[config.mk]
export PLATFORM = sky130hd
export DESIGN_NAME = eco_resp_compactor
export DESIGN_NICKNAME = d
export VERILOG_FILES = /design/src/rtl/eco_resp_compactor.sv
export SDC_FILE = /design/constraint.sdc
export NUM_CORES = 1
export LEC_CHECK = 0
export BUFFER_PORTS_ARGS = -buffer_cell sky130_fd_sc_hd__buf_2
export CORE_MARGIN = 4
export CORE_UTILIZATION = 40
export CTS_CLUSTER_DIAMETER = 60
export DETAILED_ROUTE_END_ITERATION = 12
export PLACE_DENSITY = 0.68
export SLEW_MARGIN = 25
export SYNTH_ARGS = -nofsm -noshare
export SYNTH_HDL_FRONTEND = slang
export SYNTH_SLANG_ARGS = --single-unit
[constraint.sdc]
create_clock -name CLK -period 1.7 [get_ports CLK]
set_input_delay 0.255 -clock CLK [delete_from_list [all_inputs] [get_ports CLK]]
set_output_delay 0.255 -clock CLK [all_outputs]
set_load 0.02 [all_outputs]
[src/rtl/eco_resp_compactor.sv]
// rtl/eco_resp_compactor.sv - MISR compactor for the 3-bit ECO cone response stream
module eco_resp_compactor #(
    parameter int              SIG_W = 16,
    parameter int              N_VEC = 32,
    parameter logic [SIG_W-1:0] POLY = 16'h1021,
    parameter logic [SIG_W-1:0] SEED = 16'h0000
) (
    input  logic             CLK,
    input  logic             RST_N,
    input  logic             START,
    input  logic             IN_VALID,
    output logic             IN_READY,
    input  logic [2:0]       Y,
    input  logic [SIG_W-1:0] EXP_SIG,
    output logic [SIG_W-1:0] SIG,
    output logic [15:0]      CNT,
    output logic             BUSY,
    output logic             DONE,
    output logic             PASS
);

    localparam logic [1:0] ST_IDLE = 2'd0;
    localparam logic [1:0] ST_RUN  = 2'd1;
    localparam logic [1:0] ST_FIN  = 2'd2;

    localparam logic [15:0] LAST_CNT = 16'(N_VEC - 1);

    logic [1:0]       state;
    logic             accept;
    logic             last_beat;
    logic [SIG_W-1:0] sig_next;

    // Shift left, fold the outgoing MSB back through POLY, then inject the response.
    function automatic logic [SIG_W-1:0] misr_step(input logic [SIG_W-1:0] cur,
                                                   input logic [2:0]       din);
        logic [SIG_W-1:0] shifted;
        shifted = {cur[SIG_W-2:0], 1'b0};
        if (cur[SIG_W-1]) begin
            shifted = shifted ^ POLY;
        end
        return shifted ^ {{(SIG_W-3){1'b0}}, din};
    endfunction

    assign IN_READY  = (state == ST_RUN);
    assign accept    = IN_VALID & IN_READY;
    assign last_beat = accept & (CNT == LAST_CNT);
    assign sig_next  = misr_step(SIG, Y);

    always_ff @(posedge CLK) begin
        if (!RST_N) begin
            state <= ST_IDLE;
            SIG   <= SEED;
            CNT   <= 16'd0;
            BUSY  <= 1'b0;
            DONE  <= 1'b0;
            PASS  <= 1'b0;
        end else begin
            case (state)
                ST_IDLE: begin
                    if (START) begin
                        state <= ST_RUN;
                        SIG   <= SEED;
                        CNT   <= 16'd0;
                        BUSY  <= 1'b1;
                    end
                end
                ST_RUN: begin
                    if (accept) begin
                        SIG <= sig_next;
                        CNT <= CNT + 16'd1;
                    end
                    if (last_beat) begin
                        // Verdict uses the signature that includes the final beat.
                        state <= ST_FIN;
                        BUSY  <= 1'b0;
                        DONE  <= 1'b1;
                        PASS  <= (sig_next == EXP_SIG);
                    end
                end
                ST_FIN: begin
                    if (START) begin
                        state <= ST_RUN;
                        SIG   <= SEED;
                        CNT   <= 16'd0;
                        BUSY  <= 1'b1;
                        DONE  <= 1'b0;
                        PASS  <= 1'b0;
                    end
                end
                default: begin
                    state <= ST_IDLE;
                    BUSY  <= 1'b0;
                    DONE  <= 1'b0;
                    PASS  <= 1'b0;
                end
            endcase
        end
    end

endmodule

==> metrics <==
status complete, no violations; Placer Congestion 0.863; drt drc 0; worst r2r path cells 5; vias per cell 5.02; P&R area growth vs syn 31.6%; DP HPWL 3300 microns; worst skew pair latency 0.28 ns; Final nets 290; maxcap violations 0; Post-DP Area 2230 sq um; CP Max Fanout 6; sequential area share after synthesis 0.410; leakage power 1.02 nW; worst-case clock buffer depth 2; Peak VDD IR 285 uV; Die H 75.2 microns; Slew @ Worst Pin 0.628 ns; # hold bufs at CTS 0; GRT Util Overall 0.160; Synth Register Bits 37; Pwr Density 699 nW/um^2; reg2reg setup slack 0.08 ns; Setup crit start CNT[10]; filler cell count 398; Crit. End Element flop; Fin. Hold Viols 0; FMAX 618 MHz; Critical Path RT 1.87 ns; CTS tree yes; vias 1596; grt total ovfl 0; Core Footprint 4350 sq um; area leader, netlist dfxtp_1; Setup CP Type reg2reg; full die area 5660 sq um; CTS clk-pin slew, worst paths 0.07 ns; Crit path arrival time 1.79 ns; drt pass-1 iters 4; most common cell after layout, fill and taps aside buf_2; reg2reg start CNT[10]; RSZ-0062 raised after global routing yes; Initial Util 0.415; commonest cells after routing, fill and taps aside buf_2, dfxtp_1, xor2_1; Antenna Nets Post-Route 0; Post-Syn Instances 193; DRT Wirelength 4380 microns; top post-synthesis cells by area dfxtp_1, xor2_1, xnor2_1; worst min path class in2reg; Tot Pwr 0.00166 W; Yosys Warn Count 0; initial DRC count 51; syn_nets 217; Port Buffers 58; Tmin final 1.62 ns; first-pass GRT wire length 6960 microns; Final Cell Area 2380 sq um; syn avg cell area 9.36 sq um; Final Setup Violations 0; Slew headroom 0.577; initial antenna violation count 0; share of the synthesized area in the top cell type 0.410; root buffer cell clkbuf_8; Syn Std Cell Area 1810 sq um; Worst Setup EP BUSY; largest net degree at the start of global routing 18; share of layout cells above drive strength 1 0.357; Cell Rows 24; number of global-route vias before repair 1434; wire length per cell 13.8 microns; CTS Buf Count 5; clk_skew 0.00421 ns; Slew Limit Fails 0; TritonCTS Sinks 37; library cells used by synthesis 33; CP startpoint kind flop; Final period util 0.951; I/O pin count 59; # diodes 0; DIE WIDTH 75.2 microns; H-tree depth 2; Worst R2R End BUSY
-- metrics by stage --
stage | utilization | hold WS (ns) | cells | TNS [ns] | worst slack (ns)
global placement | 0.512 | 0.448 | 309 | 0 | 0.0661
floorplan | - | 0.409 | 193 | 0 | 0.00796
CTS | 0.532 | 0.341 | 316 | 0 | 0.0241
finish | 0.546 | 0.331 | 318 | 0 | 0.0827
global route | 0.546 | 0.345 | 318 | -0.0241 | -0.0110
detailed placement | 0.512 | 0.448 | 309 | -0.00405 | -0.00405
-- cell families after synthesis --
family	after synthesis	share of synthesized area
simple gates	81	0.251
buf+inv	10	0.0235
fa+ha+maj	1	0.00692
flops	37	0.410
xor+xnor	36	0.175
compound gates	28	0.134
-- final cells by class --
cell class / instances / area (sq um) / share of cell area
flip-flops and latches: 37 / 752 / 0.316
clock buffers: 7 / 86.3 / 0.0363
inverters: 3 / 11.3 / 0.00474
well taps: 52 / 65.1 / 0.0274
repair buffers: 73 / 403 / 0.169
multi-input cells: 146 / 1060 / 0.446
-- sequential cells by signal (all words and copies together) (netlist names) --
signal and flops:
CNT 16, DONE 1, PASS 1, BUSY 1, SIG 16, state 2
-- worst max-delay path, cell delays in order, from the launching register on --
cell and delay, ns:
dfxtp_1 0.31, or4_4 0.54, nor4b_4 0.31, nand4_4 0.16, nand3b_1 0.12, a21boi_1 0.06
-- what timing repair did --
item	in CTS	in global routing
pin swaps	1	11
endpoints found under the setup margin	2	7
cloned	0	0
endpoints found under the hold margin	0	0
resized for setup	0	13
buffers inserted	0	2
-- per-layer routing --
| layer | vias up | GRT usage | routed length, microns |
|---|---|---|---|
| li1 | 818 | - | - |
| met1 | 741 | 0.234 | 2190 |
| met2 | 32 | 0.229 | 1950 |
| met3 | 5 | 0.0360 | 180 |
| met4 | 0 | 0.0563 | 67 |
| met5 | - | 0 | 0 |
-- power by group --
group	internal (W)	switching (W)	total, W
clock	0.000321	0.000287	0.000608
sequential	0.000872	0.00000952	0.000882
combinational	0.0000756	0.0000962	0.000172
-- cells in the mapped netlist --
cell type and count:
o21ai_1 1, a21boi_0 5, a2111oi_4 2, nor3b_1 1, nand3b_4 1, and3_1 1
and3b_1 1, inv_1 3, o21ai_0 2, a21oi_2 1, a22oi_1 13, nand2b_2 1
a21oi_1 1, buf_2 4, nand2_1 18, xor2_1 20, nand3b_1 1, dfxtp_1 37
or4_1 2, nor2b_1 15, buf_1 1, ha_1 1, and4_1 2, nor4_1 2
nand4_2 1, a21boi_1 3, nor4b_2 1, xnor2_1 16, nand4_1 10, clkbuf_1 2
nor2_1 17, nor3_1 2, nand3_1 5
-- worst min-delay path by stage --
stage	cells past startpoint	from	slack, ns	end
finish	2	RST_N	0.33	state[0]
global route	2	RST_N	0.34	state[0]
floorplan	1	RST_N	0.41	state[1]
detailed placement	2	DONE	0.45	DONE
CTS	2	RST_N	0.34	SIG[3]
global placement	2	DONE	0.45	DONE
Note: power is estimated with default switching activity, not from simulation.
